==> src/rtl/fadd_sub_pipe.sv <==
// fadd_sub_pipe: three-stage pipelined floating-point adder/subtractor.
//
// Stages:
//   S1 unpack, special-case detection, magnitude compare/swap, alignment
//   S2 significand add/subtract
//   S3 normalise, round, pack (result/flags registered at the output)
//
// Ports:
//   clk        rising-edge clock
//   rst_n      asynchronous active-low reset
//   in_valid   operand pair valid
//   in_ready   operand pair accepted this cycle (== pipeline advance)
//   a_operand  operand A (sign, exponent, stored mantissa)
//   b_operand  operand B
//   sub        1: A-B, 0: A+B
//   out_valid  result valid
//   out_ready  downstream accepts result
//   result     sum/difference
//   flags      {invalid, overflow, inexact, zero}, qualified by out_valid
//
// Configuration macro:
//   FADD_SUB_PIPE_RNE_EN  defined: round-to-nearest-even, overflow -> Inf
//                         undefined: truncate, overflow -> max finite
//
// Subnormal inputs are flushed to zero and subnormal results flush to a
// signed zero.

module fadd_sub_pipe #(
    parameter int unsigned I_EXP  = 8,
    parameter int unsigned I_MNT  = 23,
    parameter int unsigned I_DATA = I_EXP + I_MNT + 1
) (
    input  logic              clk,
    input  logic              rst_n,
    input  logic              in_valid,
    output logic              in_ready,
    input  logic [I_DATA-1:0] a_operand,
    input  logic [I_DATA-1:0] b_operand,
    input  logic              sub,
    output logic              out_valid,
    input  logic              out_ready,
    output logic [I_DATA-1:0] result,
    output logic [3:0]        flags
);

    // Working significand: {hidden, mantissa, guard, round, sticky}
    localparam int unsigned SW        = I_MNT + 4;
    localparam int unsigned SHW       = $clog2(SW + 1);
    localparam int unsigned SHIFT_MAX = I_MNT + 3;
    localparam int unsigned EW        = I_EXP + 2;
    localparam logic signed [EW-1:0] EXP_MAX_S = EW'((1 << I_EXP) - 1);
    localparam logic [I_DATA-1:0] QNAN =
        {1'b0, {I_EXP{1'b1}}, 1'b1, {(I_MNT-1){1'b0}}};

    logic adv;

    // ---------------- S1 combinational ----------------
    logic              a_sign, b_sign;
    logic [I_EXP-1:0]  a_exp, b_exp;
    logic [I_MNT-1:0]  a_man, b_man;
    logic              a_nan, b_nan, a_inf, b_inf;
    logic [I_DATA-2:0] a_mag, b_mag, big_mag, small_mag;
    logic              a_ge, big_sign;
    logic [I_EXP-1:0]  big_exp, small_exp, diff;
    logic [SHW-1:0]    shamt;
    logic [SW-1:0]     big_sig, small_sig, mask, small_al;
    logic              spec_d, spec_inv_d;
    logic [I_DATA-1:0] spec_res_d;

    // ---------------- stage registers ----------------
    logic              v1_q, spec1_q, spec_inv1_q, sign1_q, eff_sub1_q, zsign1_q;
    logic [I_DATA-1:0] spec_res1_q;
    logic [I_EXP-1:0]  exp1_q;
    logic [SW-1:0]     big1_q, small1_q;

    logic              v2_q, spec2_q, spec_inv2_q, sign2_q, zsign2_q;
    logic [I_DATA-1:0] spec_res2_q;
    logic [I_EXP-1:0]  exp2_q;
    logic [SW:0]       sum2_q;
    logic [SW:0]       sum_d;

    logic              out_valid_q;
    logic [I_DATA-1:0] result_q;
    logic [3:0]        flags_q;

    // ---------------- S3 combinational ----------------
    logic [SHW-1:0]       lz;
    logic [SW-1:0]        norm;
    logic signed [EW-1:0] exp_e, exp_n, exp_r;
    logic [I_MNT-1:0]     mant_f;
    logic                 inexact;
    logic [I_DATA-1:0]    res_d;
    logic [3:0]           flg_d;
`ifdef FADD_SUB_PIPE_RNE_EN
    logic [I_MNT:0]       mant_inc;
`endif

    function automatic logic [SHW-1:0] lzc(input logic [SW-1:0] v);
        logic [SHW-1:0] cnt;
        logic           found;
        cnt   = SHW'(SW);
        found = 1'b0;
        for (int unsigned i = 0; i < SW; i++) begin
            if (!found && v[SW-1-i]) begin
                cnt   = SHW'(i);
                found = 1'b1;
            end
        end
        return cnt;
    endfunction

    assign adv       = ~out_valid_q | out_ready;
    assign in_ready  = adv;
    assign out_valid = out_valid_q;
    assign result    = result_q;
    assign flags     = flags_q;

    always_comb begin : s1_unpack
        a_sign = a_operand[I_DATA-1];
        b_sign = b_operand[I_DATA-1] ^ sub;
        a_exp  = a_operand[I_DATA-2:I_MNT];
        b_exp  = b_operand[I_DATA-2:I_MNT];
        a_man  = a_operand[I_MNT-1:0];
        b_man  = b_operand[I_MNT-1:0];
        a_nan  = (a_exp == '1) && (a_man != '0);
        b_nan  = (b_exp == '1) && (b_man != '0);
        a_inf  = (a_exp == '1) && (a_man == '0);
        b_inf  = (b_exp == '1) && (b_man == '0);
        // Exponent-0 operands collapse to a zero magnitude
        a_mag  = (a_exp == '0) ? '0 : {a_exp, a_man};
        b_mag  = (b_exp == '0) ? '0 : {b_exp, b_man};

        a_ge      = (a_mag >= b_mag);
        big_mag   = a_ge ? a_mag : b_mag;
        small_mag = a_ge ? b_mag : a_mag;
        big_sign  = a_ge ? a_sign : b_sign;
        big_exp   = big_mag[I_DATA-2:I_MNT];
        small_exp = small_mag[I_DATA-2:I_MNT];
        big_sig   = {(big_exp != '0), big_mag[I_MNT-1:0], 3'b000};
        small_sig = {(small_exp != '0), small_mag[I_MNT-1:0], 3'b000};

        diff = big_exp - small_exp;
        if (32'(diff) > SHIFT_MAX) begin
            shamt = SHW'(SHIFT_MAX);
        end else begin
            shamt = SHW'(diff);
        end
        // Shifted-out bits fold into the sticky position
        mask     = ~({SW{1'b1}} << shamt);
        small_al = (small_sig >> shamt) | {{(SW-1){1'b0}}, |(small_sig & mask)};

        spec_d     = a_nan | b_nan | a_inf | b_inf;
        spec_inv_d = 1'b0;
        spec_res_d = QNAN;
        if (a_nan || b_nan) begin
            spec_res_d = QNAN;
        end else if (a_inf && b_inf && (a_sign != b_sign)) begin
            spec_res_d = QNAN;
            spec_inv_d = 1'b1;
        end else if (a_inf) begin
            spec_res_d = {a_sign, {I_EXP{1'b1}}, {I_MNT{1'b0}}};
        end else if (b_inf) begin
            spec_res_d = {b_sign, {I_EXP{1'b1}}, {I_MNT{1'b0}}};
        end
    end

    // Larger magnitude is always the base, so the difference is never negative
    always_comb begin : s2_add
        sum_d = eff_sub1_q ? ({1'b0, big1_q} - {1'b0, small1_q})
                           : ({1'b0, big1_q} + {1'b0, small1_q});
    end

    always_comb begin : s3_norm_round
        exp_e = signed'({2'b00, exp2_q});
        lz    = lzc(sum2_q[SW-1:0]);
        if (sum2_q[SW]) begin
            norm  = sum2_q[SW:1] | {{(SW-1){1'b0}}, sum2_q[0]};
            exp_n = exp_e + EW'(1);
        end else begin
            // All-zero sum shifts out completely, leaving the hidden bit clear
            norm  = sum2_q[SW-1:0] << lz;
            exp_n = exp_e - EW'(lz);
        end
        inexact = |norm[2:0];

`ifdef FADD_SUB_PIPE_RNE_EN
        mant_inc = {1'b0, norm[SW-2:3]}
                 + {{I_MNT{1'b0}}, norm[2] & (norm[1] | norm[0] | norm[3])};
        mant_f   = mant_inc[I_MNT-1:0];
        exp_r    = exp_n + EW'(mant_inc[I_MNT]);
`else
        mant_f   = norm[SW-2:3];
        exp_r    = exp_n;
`endif

        res_d = '0;
        flg_d = '0;
        if (spec2_q) begin
            res_d = spec_res2_q;
            flg_d = {spec_inv2_q, 3'b000};
        end else if (!norm[SW-1]) begin
            res_d = {zsign2_q, {(I_DATA-1){1'b0}}};
            flg_d = 4'b0001;
        end else if (exp_n[EW-1] || (exp_n == '0)) begin
            res_d = {sign2_q, {(I_DATA-1){1'b0}}};
            flg_d = 4'b0011;
        end else if (exp_r >= EXP_MAX_S) begin
`ifdef FADD_SUB_PIPE_RNE_EN
            res_d = {sign2_q, {I_EXP{1'b1}}, {I_MNT{1'b0}}};
`else
            res_d = {sign2_q, {(I_EXP-1){1'b1}}, 1'b0, {I_MNT{1'b1}}};
`endif
            flg_d = 4'b0110;
        end else begin
            res_d = {sign2_q, exp_r[I_EXP-1:0], mant_f};
            flg_d = {2'b00, inexact, 1'b0};
        end
    end

    always_ff @(posedge clk or negedge rst_n) begin
        if (!rst_n) begin
            v1_q        <= 1'b0;
            spec1_q     <= 1'b0;
            spec_inv1_q <= 1'b0;
            spec_res1_q <= '0;
            sign1_q     <= 1'b0;
            eff_sub1_q  <= 1'b0;
            zsign1_q    <= 1'b0;
            exp1_q      <= '0;
            big1_q      <= '0;
            small1_q    <= '0;
            v2_q        <= 1'b0;
            spec2_q     <= 1'b0;
            spec_inv2_q <= 1'b0;
            spec_res2_q <= '0;
            sign2_q     <= 1'b0;
            zsign2_q    <= 1'b0;
            exp2_q      <= '0;
            sum2_q      <= '0;
            out_valid_q <= 1'b0;
            result_q    <= '0;
            flags_q     <= '0;
        end else if (adv) begin
            v1_q        <= in_valid;
            spec1_q     <= spec_d;
            spec_inv1_q <= spec_inv_d;
            spec_res1_q <= spec_res_d;
            sign1_q     <= big_sign;
            eff_sub1_q  <= a_sign ^ b_sign;
            // Exact zero is -0 only when both effective operands are negative
            zsign1_q    <= a_sign & b_sign;
            exp1_q      <= big_exp;
            big1_q      <= big_sig;
            small1_q    <= small_al;
            v2_q        <= v1_q;
            spec2_q     <= spec1_q;
            spec_inv2_q <= spec_inv1_q;
            spec_res2_q <= spec_res1_q;
            sign2_q     <= sign1_q;
            zsign2_q    <= zsign1_q;
            exp2_q      <= exp1_q;
            sum2_q      <= sum_d;
            out_valid_q <= v2_q;
            result_q    <= res_d;
            flags_q     <= flg_d;
        end
    end

endmodule

==> config.mk <==
export PLATFORM = sky130hd
export DESIGN_NAME = fadd_sub_pipe
export DESIGN_NICKNAME = d
export VERILOG_FILES = /design/src/rtl/fadd_sub_pipe.sv
export SDC_FILE = /design/constraint.sdc
export NUM_CORES = 1
export LEC_CHECK = 0
export ABC_CLOCK_PERIOD_IN_PS = 5900
export CAP_MARGIN = 10
export CORE_AREA = 2 2 219 221
export CTS_CLUSTER_DIAMETER = 30
export DETAILED_ROUTE_END_ITERATION = 10
export DIE_AREA = 0 0 221 223
export HOLD_SLACK_MARGIN = 0.15
export PLACE_DENSITY = 0.48
export SKIP_CTS_REPAIR_TIMING = 1
export SYNTH_ARGS = -nofsm -noshare
export SYNTH_HDL_FRONTEND = slang
export SYNTH_SLANG_ARGS = --single-unit
==> constraint.sdc <==
create_clock -name clk -period 5.9 [get_ports clk]
set_input_delay 1.18 -clock clk [delete_from_list [all_inputs] [get_ports clk]]
set_output_delay 1.18 -clock clk [all_outputs]
set_load 0.01 [all_outputs]
==> metrics.csv <==
stage;metric;value;unit
timing;period_needed;5.95;ns
synthesis;ys.flop_type;dfrtp_1;
timing;skew;0.0179;ns
power_and_ir_drop;p_total;7.39;mW
min_path;holdPathStages;2;
finish;layout.cells.non_filler;2779;
die;die_y;223;um
clocking;clk_pin_slew;0.08;ns
timing;slew_violations;0;
clocking;clk_root_buffer_cell;clkbuf_16;
critical_path;rr_startpoint;sum2_q[24];
route;ant_nets;0;
power_and_ir_drop;leakagePower;8.54;nW
clocking;clockBufferDepth;2;
clocking;cts_buffers;17;
min_path;hp-class;reg -> reg;
finish;nFillCells;4815;
timing;fmax;168;MHz
route;drc;0;
die;die_width;221;um
clocking;tritoncts;yes;
timing;fin_ws;-0.0450;ns
critical_path;reg2reg_to;result[18];
clocking;clk_latency;0.46;ns
die;coreArea;47100;um^2
min_path;hold_end;spec_res2_q[30];
finish;diodes;0;
die;start_util;29.5;%
grt;grt_use_total;22.4;%
route;totalWireLength;57300;um
run;maxCapViolCount;0;
power_and_ir_drop;powerDensity;379;nW/um^2
route;num_vias;14800;
min_path;hold_start;spec_res1_q[30];
place;placed_area;17700;um^2
finish;multi_input_area;10200;um^2
critical_path;setup.worst_path.start;a_operand[24];
power_and_ir_drop;ir_drop;0.217;mV
synthesis;synthDistinctLibCells;94;
finish;seq_area;3730;um^2
critical_path;r2r_slack;0.43;ns
grt;grt_pass1_vias;14700;
synthesis;ys_seq_area_share;26.8;%
die;pin_count;107;
finish;synthToLayoutAreaGrowth;40.1;%
synthesis;synthCells;1835;
critical_path;reg2reg_depth;22;
finish;num-nets-final;2311;
finish;mostFrequentLayoutCell;buf_4;
timing;slew_headroom;29.5;%
route;firstDrtPassIters;5;
critical_path;critPathLaunchType;input pin;
synthesis;syn_area;13900;um^2
synthesis;yosys-top-cells-area;dfrtp_1 (27%), ha_1 (8.0%), nand2_1 (8.0%), mux2i_1 (5.6%), o21ai_0 (5.1%);
place;post-dp-hpwl;44800;um
critical_path;worst-setup-path-type;in -> reg;
synthesis;async_flop_share;100;%
place;io_buffers;106;
place;dp_cells;2725;
route;drtIter0Drc;925;
finish;fin_area;19500;um^2
grt;grt_max_degree;101;
synthesis;ys_warn_count;0;
critical_path;cp_max_fo;5;
clocking;clock-sinks;149;
critical_path;endpoint_kind;register;
route;vias_per_cell;5.34;
synthesis;synth_edf_count;0;
synthesis;post-synth-top-area-cell;dfrtp_1;
synthesis;avgSynthCellArea;7.58;um^2
finish;layout-drive-gt1-share;25.9;%
timing;finalCritPeriodShare;101;%
die;rows;80;
timing;rsz0062_at_grt;yes;
route;detail_route.wl_per_cell;20.6;um
place;gp_congestion;0.938;
synthesis;ys_seq_elements;149;
critical_path;worstPathArrival;6.31;ns
grt;antenna_found_initial;0;
status;status;complete, but fails checks;
finish;layout_common_cells;buf_4 (279), nand2_1 (274), nor2_1 (160);
die;die-area;49300;um^2
grt;grt.overflow.total;0;
timing;report.final.hold_viol_count;0;
synthesis;synthesis.nets;1995;
timing;worstMarginPinSlew;1.06;ns
synthesis;synth_top_area_share;26.8;%
timing;setup_violations;4;
critical_path;critical_path_required;6.27;ns
status;failed_checks;setup timing;
grt;grt_first_pass_wirelength;87200;um
clocking;htreeDepth;4;
through the flow:
stage,util (%),setup WS (ns),TNS (ns),hold WS [ns]
after detailed placement,37.6,-1.28,-30.00,0.451
after floorplan,-,-0.378,-5.07,0.430
final,41.3,-0.0450,-0.0955,0.466
after global placement,37.6,-1.23,-27.86,0.442
after CTS,39.0,-0.813,-17.31,0.468
after global routing,41.3,-0.237,-3.21,0.501
per-layer routing:
| layer | track usage [%] | routed length (um) |
|---|---|---|
| met2 | 38.9 | 28100 |
| met5 | 0 | 0 |
| met1 | 29.8 | 26100 |
| met3 | 2.21 | 1850 |
| met4 | 5.54 | 1220 |
state kept, by name, indices dropped and copies added (netlist names), 3 cells and up:
name         count
exp2_q           8
exp1_q           8
spec_res2_q      3
spec_res1_q      3
sum2_q          28
small1_q        27
big1_q          24
result          32
flags            4
cell usage after synthesis (all sizes together) (16+ instances only):
library cell	n
a221oi	16
a31oi	37
mux2i	78
inv	82
nand2	296
nand3	43
clkbuf	92
nand4	21
nor4	22
nor3	43
nor2	173
a21oi	134
o21ai	151
buf	38
o22ai	18
dfrtp	149
ha	89
a211oi	28
o21a	19
xnor2	28
and2	26
o31ai	34
area by class of cell:
class	count	share of cell area [%]
inverters	85	1.64
repair buffers	426	19.6
clock inverters	15	1.02
flip-flops and latches	149	19.1
multi-input cells	1472	52.4
well taps	615	3.95
clock buffers	17	2.18
worst max-delay path by stage:
stage / endpoint / slack (ns)
detailed placement: small1_q[7] / -1.28
CTS: small1_q[7] / -0.81
global placement: small1_q[3] / -1.23
finish: small1_q[2] / -0.05
global route: small1_q[2] / -0.24
floorplan: small1_q[10] / -0.38
kinds of logic (layout without fill, tap and decap cells):
group / Yosys count / in the layout / share of synthesized area (%)
multiplexers: 89 / 89 / 6.61
AND/OR/NAND/NOR: 693 / 694 / 22.6
AO/OA/AOI/OAI: 557 / 557 / 26.6
XOR/XNOR: 41 / 41 / 2.69
adder cells (fa/ha/maj): 91 / 91 / 8.29
buffers and inverters: 215 / 543 / 6.39
flip-flops: 149 / 149 / 26.8
where the power goes:
group	total, mW	switching, mW	internal [mW]
Sequential	1.82	0.453	1.36
Clock	1.15	0.569	0.580
Combinational	4.43	2.51	1.92
Total	7.39	3.54	3.86
worst max-delay path, cell delays in order:
cell	delay, ns
dlymetal6s2s_1	0.15
nor4_4	0.30
nand2_4	0.14
buf_12	0.17
and2_4	0.17
ha_4	0.22
a211o_1	0.30
o41ai_2	0.28
o211ai_1	0.20
buf_4	0.21
a211oi_4	0.30
a31oi_4	0.06
ha_4	0.18
nand2_4	0.07
and2_4	0.15
a221oi_4	0.06
buf_4	0.14
o21a_1	0.18
a211o_1	0.26
or2_4	0.29
nand4_4	0.15
buf_12	0.15
o21ai_2	0.06
a2bb2oi_2	0.16
a22o_1	0.25
o21a_1	0.24
a221oi_2	0.27
No activity file was read; power rests on OpenSTA's default activity.
